`config.mk`:
```
export PLATFORM = sky130hd
export DESIGN_NAME = cmd_tx
export DESIGN_NICKNAME = d
export VERILOG_FILES = /design/src/rtl/cmd_tx.sv
export SDC_FILE = /design/constraint.sdc
export NUM_CORES = 1
export LEC_CHECK = 0
export CORE_ASPECT_RATIO = 1.4
export CORE_MARGIN = 10
export CORE_UTILIZATION = 45
export CTS_BUF_LIST = sky130_fd_sc_hd__clkbuf_16
export CTS_CLUSTER_SIZE = 16
export DETAILED_ROUTE_END_ITERATION = 12
export PLACE_DENSITY = 0.73
export RECOVER_POWER = 25
export SYNTH_ARGS = -nofsm -noshare
export SYNTH_HDL_FRONTEND = slang
export SYNTH_SLANG_ARGS = --single-unit
```
`constraint.sdc`:
```
create_clock -name clk -period 3.3 [get_ports clk]
set_input_delay 0.33 -clock clk [delete_from_list [all_inputs] [get_ports clk]]
set_output_delay 0.33 -clock clk [all_outputs]
set_load 0.005 [all_outputs]
```
`src/rtl/cmd_tx.sv`:
```
// Buffered UART transmitter: byte FIFO feeding an 8N1 serializer.
// Define CMD_TX_PARITY_EN to append an even-parity bit (8E1 frames).
module cmd_tx #(
    parameter int MAIN_CLK_FREQ = 120000000,
    parameter int UART_BAUD     = 115200,
    parameter int FIFO_DEPTH    = 16
) (
    input  logic       clk,
    input  logic       rst,
    input  logic       data_en,
    input  logic [7:0] data,
    output logic       data_ready,
    output logic       overflow_flag,
    output logic       tx_busy,
    output logic       uart_tx,
    output logic [2:0] state_dbg_o
);

    localparam int CLKS_PER_BIT = MAIN_CLK_FREQ / UART_BAUD;
    localparam int BAUD_W       = $clog2(CLKS_PER_BIT + 1);
    localparam int PTR_W        = (FIFO_DEPTH > 1) ? $clog2(FIFO_DEPTH) : 1;
    localparam int CNT_W        = PTR_W + 1;

    typedef enum logic [2:0] {
        S_IDLE  = 3'd0,
        S_START = 3'd1,
        S_DATA  = 3'd2,
        S_STOP  = 3'd4
`ifdef CMD_TX_PARITY_EN
        , S_PARITY = 3'd3
`endif
    } state_t;

    state_t            state_q;
    logic [BAUD_W-1:0] baud_q;
    logic [2:0]        bit_q;
    logic [7:0]        shreg_q;
    logic              uart_tx_q;
    logic              ovf_q;
`ifdef CMD_TX_PARITY_EN
    logic              parity_q;
`endif

    logic [7:0]        mem_q [FIFO_DEPTH];
    logic [PTR_W-1:0]  wr_ptr_q, rd_ptr_q;
    logic [CNT_W-1:0]  count_q, count_d;
    logic              wr_en, pop, baud_last;

    assign data_ready    = (count_q != CNT_W'(FIFO_DEPTH));
    assign wr_en         = data_en && data_ready && !rst;
    assign pop           = (state_q == S_IDLE) && (count_q != '0);
    assign baud_last     = (baud_q == BAUD_W'(CLKS_PER_BIT - 1));
    assign uart_tx       = uart_tx_q;
    assign overflow_flag = ovf_q;
    assign tx_busy       = (state_q != S_IDLE) || (count_q != '0);
    assign state_dbg_o   = state_q;

    // A write and a pop in the same cycle leave occupancy unchanged.
    always_comb begin
        count_d = count_q;
        case ({wr_en, pop})
            2'b10:   count_d = count_q + 1'b1;
            2'b01:   count_d = count_q - 1'b1;
            default: count_d = count_q;
        endcase
    end

    always_ff @(posedge clk) begin
        if (wr_en) mem_q[wr_ptr_q] <= data;
    end

    always_ff @(posedge clk or posedge rst) begin
        if (rst) begin
            wr_ptr_q <= '0;
            rd_ptr_q <= '0;
            count_q  <= '0;
            ovf_q    <= 1'b0;
        end else begin
            count_q <= count_d;
            if (wr_en) wr_ptr_q <= wr_ptr_q + 1'b1;
            if (pop)   rd_ptr_q <= rd_ptr_q + 1'b1;
            if (data_en && !data_ready) ovf_q <= 1'b1;
        end
    end

    // Serializer: each line bit is held for CLKS_PER_BIT cycles by baud_q.
    always_ff @(posedge clk or posedge rst) begin
        if (rst) begin
            state_q   <= S_IDLE;
            baud_q    <= '0;
            bit_q     <= '0;
            shreg_q   <= '0;
            uart_tx_q <= 1'b1;
`ifdef CMD_TX_PARITY_EN
            parity_q  <= 1'b0;
`endif
        end else begin
            case (state_q)
                S_IDLE: begin
                    uart_tx_q <= 1'b1;
                    baud_q    <= '0;
                    if (pop) begin
                        shreg_q   <= mem_q[rd_ptr_q];
`ifdef CMD_TX_PARITY_EN
                        parity_q  <= ^mem_q[rd_ptr_q];
`endif
                        uart_tx_q <= 1'b0;
                        state_q   <= S_START;
                    end
                end
                S_START: begin
                    if (baud_last) begin
                        baud_q    <= '0;
                        bit_q     <= '0;
                        uart_tx_q <= shreg_q[0];
                        shreg_q   <= shreg_q >> 1;
                        state_q   <= S_DATA;
                    end else begin
                        baud_q <= baud_q + 1'b1;
                    end
                end
                S_DATA: begin
                    if (baud_last) begin
                        baud_q <= '0;
                        if (bit_q == 3'd7) begin
`ifdef CMD_TX_PARITY_EN
                            uart_tx_q <= parity_q;
                            state_q   <= S_PARITY;
`else
                            uart_tx_q <= 1'b1;
                            state_q   <= S_STOP;
`endif
                        end else begin
                            bit_q     <= bit_q + 1'b1;
                            uart_tx_q <= shreg_q[0];
                            shreg_q   <= shreg_q >> 1;
                        end
                    end else begin
                        baud_q <= baud_q + 1'b1;
                    end
                end
`ifdef CMD_TX_PARITY_EN
                S_PARITY: begin
                    if (baud_last) begin
                        baud_q    <= '0;
                        uart_tx_q <= 1'b1;
                        state_q   <= S_STOP;
                    end else begin
                        baud_q <= baud_q + 1'b1;
                    end
                end
`endif
                S_STOP: begin
                    if (baud_last) begin
                        baud_q  <= '0;
                        state_q <= S_IDLE;
                    end else begin
                        baud_q <= baud_q + 1'b1;
                    end
                end
                default: begin
                    uart_tx_q <= 1'b1;
                    baud_q    <= '0;
                    state_q   <= S_IDLE;
                end
            endcase
        end
    end

endmodule

```
# After elaboration in Yosys (flattened, before gate mapping)
# Memory sizes are Yosys's and may differ from the RTL's.
# Index checks and enable logic that the tools add are counted.
# op_classes
n_eq_ne	14
mux	24
reduce_logical	18
add_sub_neg	6
bitwise_logic	1
# op_table
cell	count
$mux W8	4
$pmux W8 S3	1
$mux W11	2
$mux W3	7
$ne A2 B2 Y1 const B	6
$pmux W3 S4	1
$add A11 B1 Y11 const B	1
$eq A11 B11 Y1 const B	1
$pmux W5 S2	1
$reduce_and A5 Y1	2
$add A4 B1 Y4 const B	2
$eq A3 B3 Y1 const B	2
$mux W1	6
$pmux W3 S2	1
$reduce_bool A3 Y1	2
$add A5 B1 Y5 const B	1
$ne A5 B5 Y1 const B	1
$reduce_bool A5 Y1	1
$sub A5 B1 Y5 const B	1
$logic_and A1 B1 Y1	4
$pmux W1 S4	1
$reduce_and A4 Y1	1
$reduce_bool A2 Y1	2
$add A3 B1 Y3 const B	1
other kinds (10)	11
# totals
mem_bits_rw	128
elab_cells	73
output_inout_bits	7
input_bits	11
n_memories	1
regBits	40
# mem_list
name	depth	word_bits	read_ports	rd_ports_with_merged_regs	wr	line_no	text
mem_q	16	8	1	0	1	44	logic [7:0] mem_q [FIFO_DEPTH];

# Longest topological paths before layout
# Gate-level depths: netlist of run 1.
# logic_depth
word_depth	5
depth_mapped	13
depth_no_buf	10

# Worst setup path after synthesis of run 1
# Ideal clock, no wire load.
# synth_path
kind	input to register
from	input rst
to	register count_q[4]
required_ps	3177
n_path_buf	2
arrival_ps	2875
slack_ps	302
cell_stages	12
setup_ps	123
cell_sequence	inv_1 > o211a_1 > buf_2 > inv_1 > ha_1 > clkbuf_1 > xor2_1 > ha_1 > and3b_1 > o21ai_0 > a21oi_1 > xnor2_1
# synth_between
elab_chain_cells	4
word_cells_on_any_way	6
cone_classes	eq/ne (2); mux (1); reduce/logical (3)
# synth_rtl
element	line_no	text
from (decl)	9	input logic rst,
$logic_not A1 Y1 (no line) (*)	n/a	
$logic_and A1 B1 Y1 (*)	50	assign wr_en = data_en && data_ready && !rst;
$eq A2 B1 Y1 or $eq A2 B2 Y1 (tied branches)	61	case ({wr_en, pop})
$pmux W5 S2 or $reduce_bool A2 Y1 (tied branches)	n/a	
to (signal assigned)	79	count_q <= count_d;
to (decl)	46	logic [CNT_W-1:0] count_q, count_d;
# Every way passes the cells marked *; elsewhere a longest branch is shown, timed or not.
# A chain may end at the register's enable or synchronous reset.

# Worst setup path after layout of run 1
# layout_path
from	register count_q[1]
to	register count_q[4]
# layout_between
word_cells_on_any_way	11
cone_classes	add/sub (2); eq/ne (3); mux (1); reduce/logical (5)
# layout_lines
element	line_no	text
$reduce_bool A5 Y1 (*)	51	assign pop = (state_q == S_IDLE) && (count_q != '0);
$logic_and A1 B1 Y1 (*)	51	
named net pop	47	logic wr_en, pop, baud_last;
$eq A2 B1 Y1 or $eq A2 B2 Y1 (tied branches)	61	
$pmux W5 S2 or $reduce_bool A2 Y1 (tied branches)	n/a	
# Mark *: on every way through the listed nets, which the timed path passes. The rest lies on a longest branch.

==> run metrics, run 1 <==
WS Path Type flop to flop; 1st-pass router iterations 4; layout cell share with drive strength beyond 1 a little over an eighth; Post-CTS Setup Repair Bufs 0; TritonCTS Sinks 168; area delta synth->final 12.54%; crit end category flop; number of synthesized flops with an enable pin about 130; n_diodes 0; # IOs 18; final sum of negative setup slack 0 ns; adder-cell area share of the yosys netlist roughly 2.1%; vias in the first global route ~4200; Peak VDD IR about 0.4 mV; fillers 1276; Syn Nets just over 500; WHS about 0.47 ns; clock tree buffer depth 2; CP delay by family, top simple AND/OR/NAND/NOR gates; CTS Buf Count 17; core area around 16000 um2; dominant cells by area after synthesis edfxtp_1, dfrtp_1, mux4_2; initial DRC count about 330; nets@finish 520; die height around 170 um; synth warn 0; Yosys reg bits about 170; detailed-route DRC error count 0; Post-CTS Hold Fix Bufs 0; HPWL Detailed ~9.4 mm; Peak Freq 350.3 MHz; Post-Syn Area roughly 7200 um2; clk_lat worst skew 0.42 ns; Tcrit/Tclk final between 80 and 90%; largest family of logic cells by synthesized area multiplexers; setup slack, reg-to-reg between 0.4 and 0.5 ns; pin count of the biggest net entering global routing 41; Total GRT Usage 13.24%; clock slew at reported path FFs around 0.06 ns; Worst Path Required 3.60 ns; MaxCap Viol Count 1; Worst Hold Class flop to flop; CTS Root Cell clkbuf_16; final worst clock skew around 0.0096 ns; Mapped Cells just under 500; Synth Area in Simple Gates about 8.7%; Max stage delay on crit path about 0.60 ns; initial antenna violation count 0; Avg Inst Size Synth 15.02 um2; Synth top cells by count edfxtp_1, dfrtp_1, mux2i_1; CP max stage cell nor4_1; Die ar. 21640 um2; vias per cell between 5 and 6; CP Launch Type flop; violated checks max-capacitance violations, max-slew violations; wire length per cell slightly below 20 um; final hold viol count 0; Primary FF master, synth edfxtp_1; I/O Buffers 17; Slew @ Worst Pin around 2.3 ns; status complete, but fails checks; LEAKAGE 3.048 nW; Slew Viols, Final 41; GPL Wtd Cong ~0.80; Crit path top cell by count ha_1; Final ANT Viol Nets 0; Yosys cell types 52; WL final 13.94 mm; multiplexer share of the synthesized area 10.18%; Synth Area in XOR/XNOR around 2.9%; first-pass GRT wire length around 22 mm; vias after detailed routing a little over 4000; crit-path cells nor4_1 -> a21boi_1 -> ha_1 -> xor2_1 -> ha_1 -> and3b_1 -> o21ai_0 -> a21oi_1 -> xnor2_1; Synth Area in Compound Gates 6.583%; RSZ-0062 raised after global routing no; Seq/Total Area, Yosys about 67%; asr flop ratio synth 23.81%; crit path DAT about 3.2 ns; CTS resizes 0; area leader, netlist edfxtp_1; CP Buf/Inv Count 0; share of the synthesized area in the top cell type approximately 53%; row count between 50 and 60; total gr overflow 0; htree depth 4; Final min period between 2 and 3 ns; CTS tree yes; Die Wd 127.2 um; Final setup viols 0; Critical Path Fanout Max 8; Starting Density a little under half; Max-slew headroom -55.71%; power per cell area slightly below 600 nW/um2; cell with the most instances after synthesis edfxtp_1
==> kinds of logic (layout without fill, tap and decap cells) <==
group | after synthesis | in the layout
buffers and inverters | 41 | 69
DFF | 168 | 168
and+or+nand+nor | 116 | 116
AOI/OAI and AO/OA | 68 | 68
adders and majority gates | 12 | 12
xor gates and xnor gates | 24 | 24
muxes | 53 | 53
==> metrics by stage <==
stage	cell area, um2	total power [mW]	setup slack [ns]	std cells	util, %
after global routing	8150	5.034	0.2214	706	52.00
after CTS	8154	4.865	0.4739	706	52.02
after floorplan	7242	2.802	0.3024	482	-
after detailed placement	7569	2.944	0.4811	674	48.28
final	8150	4.839	0.4455	706	52.00
after global placement	7569	2.912	0.6402	674	48.28
==> power by group <==
part,internal (mW),switching [mW]
logic,0.150,0.214
clock network,1.07,0.869
registers,2.42,0.112
==> layout make-up <==
cell class / count / area, um2 / area share, %
Sequential cell: 168 / 4847 / 59.47
Multi-Input combinational cell: 273 / 2203 / 27.03
Inverter: 16 / 60.06 / 0.7369
Clock buffer: 17 / 425.4 / 5.220
Clock inverter: 15 / 160.2 / 1.965
Timing Repair Buffer: 21 / 209.0 / 2.564
Tap cell: 196 / 245.2 / 3.009
==> flip-flops by register name (all words and copies together) (netlist names), 3 cells and up <==
register / count
wr_ptr_q: 4
shreg_q: 8
baud_q: 11
bit_q: 3
mem_q: 128
state_dbg_o: 3
rd_ptr_q: 4
count_q: 5
==> worst paths after layout <==
path                               start       endpoint  depth (start not counted)
setup / recovery              count_q[1]     count_q[4]                          9
hold / removal             overflow_flag  overflow_flag                          1
setup reg to reg              count_q[1]     count_q[4]                          9
hold reg to reg            overflow_flag  overflow_flag                          1
max in group asynchronous            rst    rd_ptr_q[0]                          3
min in group asynchronous            rst     shreg_q[7]                          3
==> worst register-to-register path, stage by stage, from the launching register on <==
cell      delay, ns
dfrtp_1        0.47
nor4_1         0.60
a21boi_1       0.31
ha_1           0.38
xor2_1         0.18
ha_1           0.23
and3b_1        0.17
o21ai_0        0.17
a21oi_1        0.11
xnor2_1        0.13
==> cells in the final DEF, fill, tap and decap left out, types with 2 or more instances in the layout <==
master / n
buf_4: 2
a31o_2: 2
nor3_1: 6
nor2_1: 23
clkdlybuf4s50_1: 14
dfrtp_1: 38
and3_1: 3
and4_2: 3
inv_6: 4
a32oi_1: 2
nand4_1: 3
and2_1: 13
a22oi_1: 16
nor4_1: 5
and4_4: 3
mux2i_1: 32
clkinvlp_4: 3
xnor2_1: 14
nand3_1: 18
and3b_1: 4
o21ai_0: 7
xor2_1: 10
mux4_2: 16
o211ai_1: 7
nor2b_1: 6
a22o_1: 2
inv_8: 3
clkinv_4: 2
nand2_1: 23
a31oi_1: 7
ha_1: 12
a21oi_1: 15
edfxtp_1: 128
inv_1: 16
dlygate4sd3_1: 3
mux2_2: 5
clkbuf_16: 17
==> routing by layer <==
metal,vias up,global-route usage [%],share of wire [%]
met5,-,0,0
met4,0,5.955,2.5
met3,17,3.203,3.9
met2,116,23.00,53
met1,2040,15.07,41
li1,1870,-,-
Note: power is estimated with default switching activity, not from simulation.
==> run 2, diff against run 1 <==
--- a/config.mk
+++ b/config.mk
@@ -6,7 +6,7 @@
 export NUM_CORES = 1
 export LEC_CHECK = 0
 export CORE_ASPECT_RATIO = 1.4
-export CORE_MARGIN = 10
+export CORE_MARGIN = 2
 export CORE_UTILIZATION = 45
 export CTS_BUF_LIST = sky130_fd_sc_hd__clkbuf_16
 export CTS_CLUSTER_SIZE = 16
==> constraint.sdc (replaced) <==
create_clock -name clk -period 3.3 [get_ports clk]
set_input_delay 0.33 -clock clk [delete_from_list [all_inputs] [get_ports clk]]
set_output_delay 0.33 -clock clk [all_outputs]
set_load 0.02 [all_outputs]
==> run metrics, run 2 (synthesis gave the netlist of run 1 again) <==
status complete, but fails checks; violated checks max-capacitance violations, max-slew violations; CTS resizes 0; WL final roughly 14 mm; CTS Buf Count 17; Tcrit/Tclk final slightly below 90%; Max-slew headroom -51.26%; CTS tree yes; Slew Viols, Final between 40 and 50; Die Wd around 110 um; Post-CTS Hold Fix Bufs 0; WHS Endpoint uart_tx; vias after detailed routing approximately 4100; final sum of negative setup slack 0 ns; CTS Root Cell clkbuf_16; layout cell share with drive strength beyond 1 between 10% and 20%; final worst clock skew between 0.008 and 0.009 ns; 1st-pass router iterations 6; clock slew at reported path FFs ~0.070 ns; wire length per cell ~20 um; clock tree buffer depth 2; most frequent cells in the layout edfxtp_1, dfrtp_1, mux2i_1, nand2_1, nor2_1; max FFs per register ~130; detailed-route DRC error count 0; initial DRC count approximately 460; register area about 4800 um2; Critical Path Fanout Max 10; Register-to-Register Path Depth 10; crit path DAT around 3.3 ns; pin count of the biggest net entering global routing slightly above 40; die height around 150 um; n_diodes 0; Final setup viols 0; clk_lat worst skew 0.42 ns; first-pass GRT wire length between 20 and 25 mm; MaxCap Viol Count 1; vias per cell slightly below 6; crit end category flop; Peak Freq 338.6 MHz; RSZ-0062 raised after global routing no; # IOs 18; HPWL Detailed roughly 9.3 mm; row count 54; Die ar. ~17000 um2; Total GRT Usage between 10% and 20%; area delta synth->final 12.47%; Final ANT Viol Nets 0; post-route design area 8145 um2; setup ws final roughly 0.35 ns; Post-Place Worst Slack roughly 0.37 ns; Post-CTS Setup Repair Bufs 0; Peak VDD IR approximately 0.33 mV; total gr overflow 0; Hold Path Origin uart_tx; power per cell area ~600 nW/um2; Slew @ Worst Pin between 2 and 2.5 ns; nets@finish 520; setup slack, reg-to-reg ~0.35 ns; GPL Wtd Cong between 0.8 and 0.9; Worst Hold Class flop to flop; hold path depth 2; fillers 1257; Worst Path Required ~3.6 ns; htree depth 4; LEAKAGE approximately 3.0 nW; reg-to-reg endpoint count_q[4]; Final min period 2.953 ns; CP Launch Type flop; final hold viol count 0; vias in the first global route 4059; Most flops, register mem_q; non-filler cells, final 706; I/O Buffers 17; Starting Density 46.20%; WS Path Type flop to flop; total power 4.807 mW; initial antenna violation count 0; Post-Place Cells just under 700; TritonCTS Sinks approximately 170; RR Startpoint count_q[1]; commonest non-fill, non-tap cell in the layout edfxtp_1; multi-input logic area 2203 um2; dpl cell area approximately 7600 um2; Top Registers mem_q x128, baud_q x11, shreg_q x8; core area about 16000 um2
## run 2: worst max path at each step
stage	startpoint	to	slack (ns)	depth (start not counted)
2_1_floorplan	rst	count_q[4]	0.30	12
3_3_place_gp	count_q[1]	count_q[4]	0.56	10
3_5_place_dp	count_q[1]	count_q[2]	0.37	10
4_1_cts	count_q[1]	count_q[2]	0.36	10
5_1_grt	count_q[1]	count_q[4]	0.18	10
6_report	count_q[1]	count_q[4]	0.35	10
## run 2: power by group
group	total, mW	internal [mW]	switching, mW
Clock	1.89	1.01	0.887
Combinational	0.372	0.148	0.224
Sequential	2.54	2.42	0.118
## run 2: critical path: stages (launching register included)
cell,delay [ns]
dfrtp_1,0.46
or4_4,0.59
o211a_1,0.38
inv_1,0.14
ha_1,0.32
xor2_1,0.21
ha_1,0.22
inv_1,0.06
a32oi_1,0.22
a21oi_1,0.11
xnor2_1,0.13
## run 2: stage by stage
stage | hold slack [ns] | util, %
3_5_place_dp | 0.4580 | 48.28
4_1_cts | 0.4343 | 51.99
2_1_floorplan | 0.4289 | -
6_report | 0.4738 | 51.96
5_1_grt | 0.4960 | 51.96
3_3_place_gp | 0.4511 | 48.28
## run 2: cell type report
type	instances	share of cell area, %
well taps	196	3.011
flip-flops and latches	168	59.51
repair buffers	21	2.565
inverters	16	0.7373
clock inverters	15	1.905
multi-input cells	273	27.05
clock buffers	17	5.223
## run 2: metal layers
| metal | routed length [um] | GRT usage [%] |
|---|---|---|
| met5 | 0 | 0 |
| met4 | 213 | 4.527 |
| met3 | 526 | 3.626 |
| met2 | 7573 | 30.63 |
| met1 | 5630 | 19.69 |
==> run 3, diff against run 2 <==
--- a/config.mk
+++ b/config.mk
@@ -11,8 +11,11 @@
 export CTS_BUF_LIST = sky130_fd_sc_hd__clkbuf_16
 export CTS_CLUSTER_SIZE = 16
 export DETAILED_ROUTE_END_ITERATION = 12
-export PLACE_DENSITY = 0.73
+export DONT_BUFFER_PORTS = 1
+export PLACE_DENSITY = 0.72
 export RECOVER_POWER = 25
+export SKIP_LAST_GASP = 1
 export SYNTH_ARGS = -nofsm -noshare
 export SYNTH_HDL_FRONTEND = slang
 export SYNTH_SLANG_ARGS = --single-unit
+export TNS_END_PERCENT = 30
==> run metrics, run 3 (synthesis gave the netlist of run 1 again) <==
htree depth 4; Worst Setup SP count_q[1]; commonest non-fill, non-tap cell in the layout edfxtp_1; WL final between 10 and 15 mm; max FFs per register between 100 and 150; Most flops, register mem_q; final sum of negative setup slack 0 ns; 1st-pass router iterations 7; Int Pwr 3.627 mW; crit path DAT about 3.2 ns; crit end category flop; final worst clock skew ~0.0076 ns; pin count of the biggest net entering global routing 41; LEAKAGE about 3.0 nW; Peak Freq 351.1 MHz; reg-to-reg endpoint count_q[2]; Register-to-Register Path Depth 9; initial DRC count between 500 and 600; vias after detailed routing between 4000 and 5000; violated checks max-capacitance violations, max-slew violations; vias in the first global route 4185; clock slew at reported path FFs roughly 0.070 ns; layout cell share with drive strength beyond 1 between 10% and 20%; setup slack, reg-to-reg 0.45 ns; worst setup path endpoint count_q[2]; WS Path Type flop to flop; # IOs 18; RR Startpoint count_q[1]; Slew @ Worst Pin about 2.2 ns; wire length per cell roughly 20 um; Slew Viols, Final between 40 and 50; area delta synth->final 11.58%; clk_lat worst skew between 0.4 and 0.5 ns; total power 4.824 mW; Tcrit/Tclk final about 86%; row count 54; Top Registers mem_q x128, baud_q x11, shreg_q x8; initial antenna violation count 0; final hold viol count 0; switching power roughly 1.2 mW; Die ar. ~17000 um2; CTS tree yes; nets@finish just over 500; Worst Hold Class input port to flop; CTS Root Cell clkbuf_16; MaxCap Viol Count 1; Peak VDD IR between 0.4 and 0.5 mV; n_diodes 0; Final min period 2.848 ns; GPL Wtd Cong between 0.7 and 0.8; Total GRT Usage roughly 17%; Final ANT Viol Nets 0; die height roughly 150 um; I/O Buffers 0; Max-slew headroom -47.15%; combinational share of power 7.1%; sequential share of power 52.8%; Die Wd roughly 110 um; Worst Path Required approximately 3.6 ns; post-route design area just over 8000 um2; detailed-route DRC error count 0; Critical Path Fanout Max 8; clock tree buffer depth 2; vias per cell ~5.8; power per cell area roughly 600 nW/um2; core area ~16000 um2; most frequent cells in the layout edfxtp_1, dfrtp_1, mux2i_1, nand2_1, nor2_1; HPWL Detailed 9.065 mm; Clk network pwr share 40.1%; RSZ-0062 raised after global routing no; first-pass GRT wire length about 23 mm; TritonCTS Sinks about 170; status complete, but fails checks; total gr overflow 0; CP Launch Type flop; dpl cell area between 7000 and 8000 um2; Sw Share around 25%; Final setup viols 0; Starting Density around 46%; CTS Buf Count 17
## run 3: final cells by class
class / instances / area, um2
fill: 1272 / 7595
clock buffer: 17 / 425.4
clock inverter: 15 / 155.1
timing repair buffer: 17 / 143.9
sequential: 168 / 4847
tap: 196 / 245.2
multi-input combinational: 273 / 2203
inverter: 16 / 60.06
## run 3: metrics by stage
| stage | utilization, % | std cells | hold WS [ns] | setup WS [ns] |
|---|---|---|---|---|
| 3_5_place_dp | 47.36 | 662 | 0.4297 | 0.4905 |
| 2_1_floorplan | - | 482 | 0.4289 | 0.3024 |
| 6_report | 51.55 | 702 | 0.05385 | 0.4516 |
| 4_1_cts | 51.57 | 702 | 0.01335 | 0.4708 |
| 3_3_place_gp | 47.36 | 662 | 0.4297 | 0.6455 |
| 5_1_grt | 51.55 | 702 | 0.04475 | 0.2512 |
## run 3: worst max-delay path, cell delays in order (launching register included)
cell	delay [ns]
dfrtp_1	0.47
nor4_1	0.57
a21boi_1	0.33
ha_1	0.38
xor2_1	0.19
ha_1	0.23
a21oi_1	0.17
xor2_1	0.18
nor2_1	0.07
xor2_1	0.14
## run 3: worst min path at each step
stage,start,to,slack [ns],depth (start not counted)
5_1_grt,data_en,overflow_flag,0.04,1
6_report,data_en,overflow_flag,0.05,1
3_3_place_gp,data[5],mem_q[14][5],0.43,0
3_5_place_dp,data[5],mem_q[12][5],0.43,0
4_1_cts,rst,bit_q[1],0.01,2
2_1_floorplan,data[0],mem_q[0][0],0.43,0
## run 3: power groups by stage
stage,Clock [mW],Combinational (mW),Sequential (mW)
2_1_floorplan,0,0.273,2.54
3_3_place_gp,0,0.297,2.57
3_5_place_dp,0,0.311,2.58
4_1_cts,1.97,0.347,2.54
5_1_grt,2.06,0.387,2.56
6_report,1.94,0.342,2.55
## run 3: what timing repair did
item,in CTS,in global routing
gates resized for setup,0,0
hold buffers,8,0
endpoints found under the hold margin,128,0
setup buffers,0,0
## run 3: metal layers
layer  up-vias  part of all wire [%]  global-route usage [%]
met2        83                    52                   28.92
met4         0                   3.4                   9.289
met3        27                   3.5                   3.745
met5         -                     0                       0
met1      2073                    41                   20.91
li1       1863                     -                       -
